<file path="config.mk">
export PLATFORM = sky130hd
export DESIGN_NAME = axis_pack_result
export DESIGN_NICKNAME = d
export VERILOG_FILES = /design/src/rtl/axis_pack_result.sv
export SDC_FILE = /design/constraint.sdc
export NUM_CORES = 1
export LEC_CHECK = 0
export ABC_AREA = 1
export BUFFER_PORTS_ARGS = -buffer_cell sky130_fd_sc_hd__buf_2
export CAP_MARGIN = 20
export CORE_MARGIN = 5
export CORE_UTILIZATION = 51
export DETAILED_ROUTE_END_ITERATION = 7
export PLACE_DENSITY = 0.77
export SLEW_MARGIN = 25
export SYNTH_ARGS = -nofsm -noshare
export SYNTH_HDL_FRONTEND = slang
export SYNTH_SLANG_ARGS = --single-unit
</file>
<file path="constraint.sdc">
create_clock -name clk -period 1.91 [get_ports clk]
set_input_delay 0.382 -clock clk [delete_from_list [all_inputs] [get_ports clk]]
set_output_delay 0.382 -clock clk [all_outputs]
set_load 0.005 [all_outputs]
</file>
<file path="src/rtl/axis_pack_result.sv">
// Output-side width converter: holds one wide PE result row and streams it
// LSB-first as BUS_WIDTH-bit AXI-Stream beats, marking frame ends with tlast.
module axis_pack_result #(
  parameter int KERNEL_SIZE    = 16,
  parameter int DATA_WIDTH     = 8,
  parameter int WEIGHT_WIDTH   = 8,
  parameter int BUS_WIDTH      = 32,
  parameter int ROWS_PER_FRAME = 16,
  localparam int SUM_WIDTH     = DATA_WIDTH + WEIGHT_WIDTH + KERNEL_SIZE,
  localparam int IN_WIDTH      = SUM_WIDTH * KERNEL_SIZE,
  localparam int BEATS         = (IN_WIDTH + BUS_WIDTH - 1) / BUS_WIDTH
) (
  input  logic                 clk,
  input  logic                 rstn,
  input  logic [IN_WIDTH-1:0]  s_axis_tdata,
  input  logic                 s_axis_tvalid,
  output logic                 s_axis_tready,
  output logic [BUS_WIDTH-1:0] m_axis_tdata,
  output logic                 m_axis_tvalid,
  input  logic                 m_axis_tready,
  output logic                 m_axis_tlast,
  output logic                 busy
);

  localparam int HOLD_W = BEATS * BUS_WIDTH;
  localparam int BW     = (BEATS > 1) ? $clog2(BEATS) : 1;
  localparam int RW     = (ROWS_PER_FRAME > 1) ? $clog2(ROWS_PER_FRAME) : 1;
  localparam logic [BW-1:0] LAST_BEAT = BW'(BEATS - 1);
  localparam logic [RW-1:0] LAST_ROW  = RW'(ROWS_PER_FRAME - 1);

  typedef enum logic {IDLE, SEND} state_t;

  state_t              state, state_d;
  logic [BW-1:0]       beat_cnt, beat_d;
  logic [RW-1:0]       row_cnt, row_d;
  logic [HOLD_W-1:0]   hold;
  logic                load;
  logic                last_beat;

  // Zero-extend the row so the final beat is padded above IN_WIDTH.
  function automatic logic [HOLD_W-1:0] pad_row(input logic [IN_WIDTH-1:0] d);
    logic [HOLD_W-1:0] r;
    r = '0;
    r[IN_WIDTH-1:0] = d;
    return r;
  endfunction

  always_ff @(posedge clk or negedge rstn) begin
    if (!rstn) begin
      state    <= IDLE;
      beat_cnt <= '0;
      row_cnt  <= '0;
      hold     <= '0;
    end else begin
      state    <= state_d;
      beat_cnt <= beat_d;
      row_cnt  <= row_d;
      if (load) hold <= pad_row(s_axis_tdata);
    end
  end

  assign last_beat = (beat_cnt == LAST_BEAT);

  // s_axis_tready depends combinationally on m_axis_tready so a new row can
  // be loaded on the cycle the last beat leaves, giving gapless streaming.
  always_comb begin
    state_d       = state;
    beat_d        = beat_cnt;
    row_d         = row_cnt;
    load          = 1'b0;
    s_axis_tready = 1'b0;
    m_axis_tvalid = 1'b0;
    m_axis_tlast  = 1'b0;
    busy          = 1'b0;
    case (state)
      IDLE: begin
        s_axis_tready = 1'b1;
        if (s_axis_tvalid) begin
          load    = 1'b1;
          beat_d  = '0;
          state_d = SEND;
        end
      end
      SEND: begin
        m_axis_tvalid = 1'b1;
        busy          = 1'b1;
        m_axis_tlast  = last_beat && (row_cnt == LAST_ROW);
        if (m_axis_tready) begin
          if (last_beat) begin
            row_d         = (row_cnt == LAST_ROW) ? '0 : row_cnt + RW'(1);
            s_axis_tready = 1'b1;
            if (s_axis_tvalid) begin
              load   = 1'b1;
              beat_d = '0;
            end else begin
              state_d = IDLE;
            end
          end else begin
            beat_d = beat_cnt + BW'(1);
          end
        end
      end
      default: state_d = IDLE;
    endcase
  end

  assign m_axis_tdata = BUS_WIDTH'(hold >> (int'(beat_cnt) * BUS_WIDTH));

endmodule

</file>
* Word-level counts from Yosys, hierarchy flattened
Cells that the tools add are included.
** Cells by class
- $add $sub $neg :: 2
- Equal/unequal tests :: 3
- Multiplexer cells :: 17
- Div/mod/pow operators :: 0
- Shift operators :: 1
- Multiply operators :: 0
- Order comparisons :: 0
- Reductions and logical operators :: 2
- Bitwise operators :: 1
** Operators by type and width (number)
- right shift 512 x 9 -> 32 bit :: 1
- 2-to-1 mux 4 bit :: 4
- 2-to-1 mux 1 bit :: 9
- adder 4 x 1 -> 4 bit (second input constant) :: 2
- equality test 4 bit (second input constant) :: 2
- case mux 4 bit (2 select lines) :: 1
- case mux 1 bit (2 select lines) :: 3
- AND reduction 3 bit :: 1
- inequality test 2 bit (second input constant) :: 1
- logical AND 1 bit :: 1
- NOT 1 bit :: 1
** Word-level totals
- Bits in writable memories :: 0
- Latch bits :: 0
- Logic and storage cells :: 30
- Bits in read-only memories :: 0
- Memories :: 0
- Output and inout bits :: 36
- Input bits :: 516
- Register bits :: 521

* Depth between registers and ports, before layout
- Depth after elaboration :: 4
- Gate-level depth with buffers :: 11
- Mapped depth without buffers :: 9

* Worst setup path before layout
No wires, ideal clock.
- Path kind :: flip-flop to output port
- Start :: reg beat_cnt[0]
- End :: out m_axis_tdata[0]
- Path slack :: 0.079 ns
- Arrival time :: 1.449 ns
- Stages on the path, launching flop included :: 10
- Data required time :: 1.528 ns
- Buffers on the path :: 3
- Cells stage by stage :: dfrtp_1 -> buf_2 -> inv_1 -> clkbuf_1 -> clkbuf_1 -> nand2_1 -> nand3_1 -> nand3_1 -> nand3_1 -> nand2_1
** On the way
- Longest elaborated chain between the ends :: 1
** RTL lines
- start, declared :: line 34 : logic [BW-1:0] beat_cnt, beat_d;
- start signal, assigned :: line 56 : beat_cnt <= beat_d;
- right shift 512 x 9 -> 32 bit :: line 107 : assign m_axis_tdata = BUS_WIDTH'(hold >> (int'(beat_cnt) * BUS_WIDTH));
- end, declared :: line 18 : output logic [BUS_WIDTH-1:0] m_axis_tdata,
No other way between the ends.

* Final worst setup path
- Start :: reg beat_cnt[0]
- End :: out m_axis_tdata[3]
Same word-level chain as after synthesis.

==> impl_metrics.ini <==
[cells_and_area]
fillers = 4445
layout_common_cells = inv_1 (901), nand2_1 (774), buf_2 (543)
multi_input_area_mm2 = 0.0122
final_common_cell = inv_1
seq_area_mm2 = 0.0130
nets = 5026
area_growth_pct = 30.2
drive_gt1_frac = 0.390

[global_routing]
overflow = 0
antenna_found_initial = 13
grt_max_degree = 79
grt_pass1_vias = 27300
grt_pass1_wl_um = 159000
track_usage = 0.328

[outcome]
status = finished, violations left
violations = setup timing

[placement]
dp_hpwl_um = 78500
portBuffers = 551
routabilityCongestion = 0.940

[logic_synthesis]
syn_area_per_cell_um2 = 7.83
seq_area_frac_synth = 0.441
yosysWarnings = 0
syn_inst = 3777
yosysUniqueCellTypes = 25
yosys_register_bits = 521
syn-num-nets = 4295
synthesis.area_mm2 = 0.0296

[power]
power_density_mw_per_mm2 = 1590
vdd_drop_max_mv = 0.894
total_power_mw = 61.1
leakage_nw = 21.2

[timing]
fmax_ghz = 0.361
setup_slack_ns = -0.859
maxSlewViolCount = 0
relSlewSlack = 0.656
fin_crit_ns = 2.77
worst_slew_pin_slew_ns = 0.516
hold_viol_final = 0
setup_viol_count_final = 549
rsz0062_at_grt = true
finalCritPeriodShare = 1.45
fin_worst_skew_ns = 0.0195
whs_ns = 0.0139

[detailed_routing]
avgViaCountPerCell = 5.12
vias = 27300
wire_per_inst_um = 20.0
wirelength_um = 107000
drcViolationCount = 0
drt_iter0_markers = 2558
dr.pass1.iters = 6
drtAntennaViolNets = 0

[cts]
cts_tree = built
cts_buffers = 57
clock_latency_ns = 0.62
cts.sinks = 521
clkTransAtPathRegs_ns = 0.06
clockBufferDepth = 3
cts_root_buf = clkbuf_16
htreeDepth = 2

[floorplan]
fp.dieH_um = 251
coreArea_mm2 = 0.0576
pin_count = 552
start_util = 0.514
fp.dieW_um = 251
placementRows = 88
dieArea_mm2 = 0.0629

[setup_path]
cp.arrival_ns = 2.39
crit_path_cell_trace = buf_12, buf_12, nand2_1, nand2_1, nand2_1, nand3_1, nand3_2, nand2_2, buf_2
cp-end-kind = output pin
crit_path_top_delay_cell = dfrtp_4
critical_path_peak_fanout = 24
cpPeakStageDelay_ns = 0.57
cp_data_required_time_ns = 1.53
critPathKind = reg -> out
start_kind = flip-flop
crit_top_cell = nand2_1

[job]
max_cap_viol_count = 0

[min_path]
hold_class = in -> reg
==> timing repair <==
action	CTS	global route
cloned	13	3
hold buffers	123	0
hold endpoints to repair	147	0
resized for setup	104	54
endpoints found under the setup margin	537	552
buffers inserted	7	3
pin swaps	8	7
==> critical path, delay by kind of cell (launching register included) <==
family / cells / cell delay [ns]
buf+inv: 3 / 0.49
simple gates: 6 / 0.69
flops: 1 / 0.57
==> cells in the mapped netlist <==
library cell  number  area [um^2]
o21ai_1          112          561
a31oi_1            1         6.26
clkbuf_1          60          225
nand2_2          402         2510
o21ai_2          400         3500
buf_1             25         93.8
nor3_1             3         15.0
nand3_1          393         1970
buf_8             40          601
nand2_1          803         3010
buf_4              1         7.51
and2_1             1         6.26
inv_1            903         3390
ha_1               2         25.0
dfrtp_1          521        13000
nand3_2            1         10.0
nor2_1             2         7.51
or2_0              1         6.26
buf_6              1         11.3
a21oi_1            2         10.0
o21ai_0            4         20.0
buf_12             4         80.1
buf_2             91          455
xnor2_1            1         8.76
inv_2              3         11.3
==> report_power, final <==
group	internal, mW	switching (mW)	total, mW
sequential	16.0	3.86	19.9
combinational	12.2	17.9	30.2
clock	6.56	4.56	11.1
==> registers in the layout, indices dropped and copies added (netlist names) <==
signal and flops:
hold 512, row_cnt 4, state 1, beat_cnt 4
==> per-stage QoR <==
step	setup TNS [ns]	instance area (um^2)	worst slack, ns	instances	utilization
3_5_place_dp	-74.24	34200	-0.373	5065	0.593
5_1_grt	-227.06	38500	-0.941	5316	0.669
2_1_floorplan	0	29600	0.0792	3777	-
6_report	-178.04	38500	-0.859	5321	0.669
4_1_cts	-171.72	38200	-0.860	5305	0.663
3_3_place_gp	-61.86	34200	-0.346	5065	0.593
==> final timing paths <==
path,startpoint,to,slack [ns],cells past startpoint
max,beat_cnt[0],m_axis_tdata[3],-0.86,9
min,s_axis_tdata[499],hold[499],0.01,3
max reg2reg,beat_cnt[0],hold[86],-0.46,12
max in group asynchronous,rstn,hold[73],0.77,3
min in group asynchronous,rstn,hold[400],0.27,2
min reg2reg,hold[118],hold[118],0.48,2
==> final cells by class <==
| type | instances | area share |
|---|---|---|
| flip-flops and latches | 521 | 0.339 |
| repair buffers | 893 | 0.182 |
| diodes | 10 | 0.000650 |
| inverters | 906 | 0.0887 |
| well taps | 765 | 0.0249 |
| repair inverters | 1 | 0.000227 |
| clock buffers | 86 | 0.0448 |
| clock inverters | 11 | 0.00354 |
| multi-input cells | 2128 | 0.317 |
==> routing by layer <==
metal	routed length (um)	vias to the layer above	global-route usage
met4	6930	8	0.172
met1	39900	12800	0.407
met2	51200	1348	0.547
li1	-	12800	-
met5	48	-	0
met3	8570	304	0.0617
==> logic make-up after synthesis <==
logic type	count (synthesis)	synth area share
and+or+nand+nor	1606	0.255
DFF	521	0.441
xor gates and xnor gates	1	0.000296
buffers and inverters	1128	0.165
AOI/OAI and AO/OA	519	0.139
adders and majority gates	2	0.000846
(Power assumes the default switching activity.)
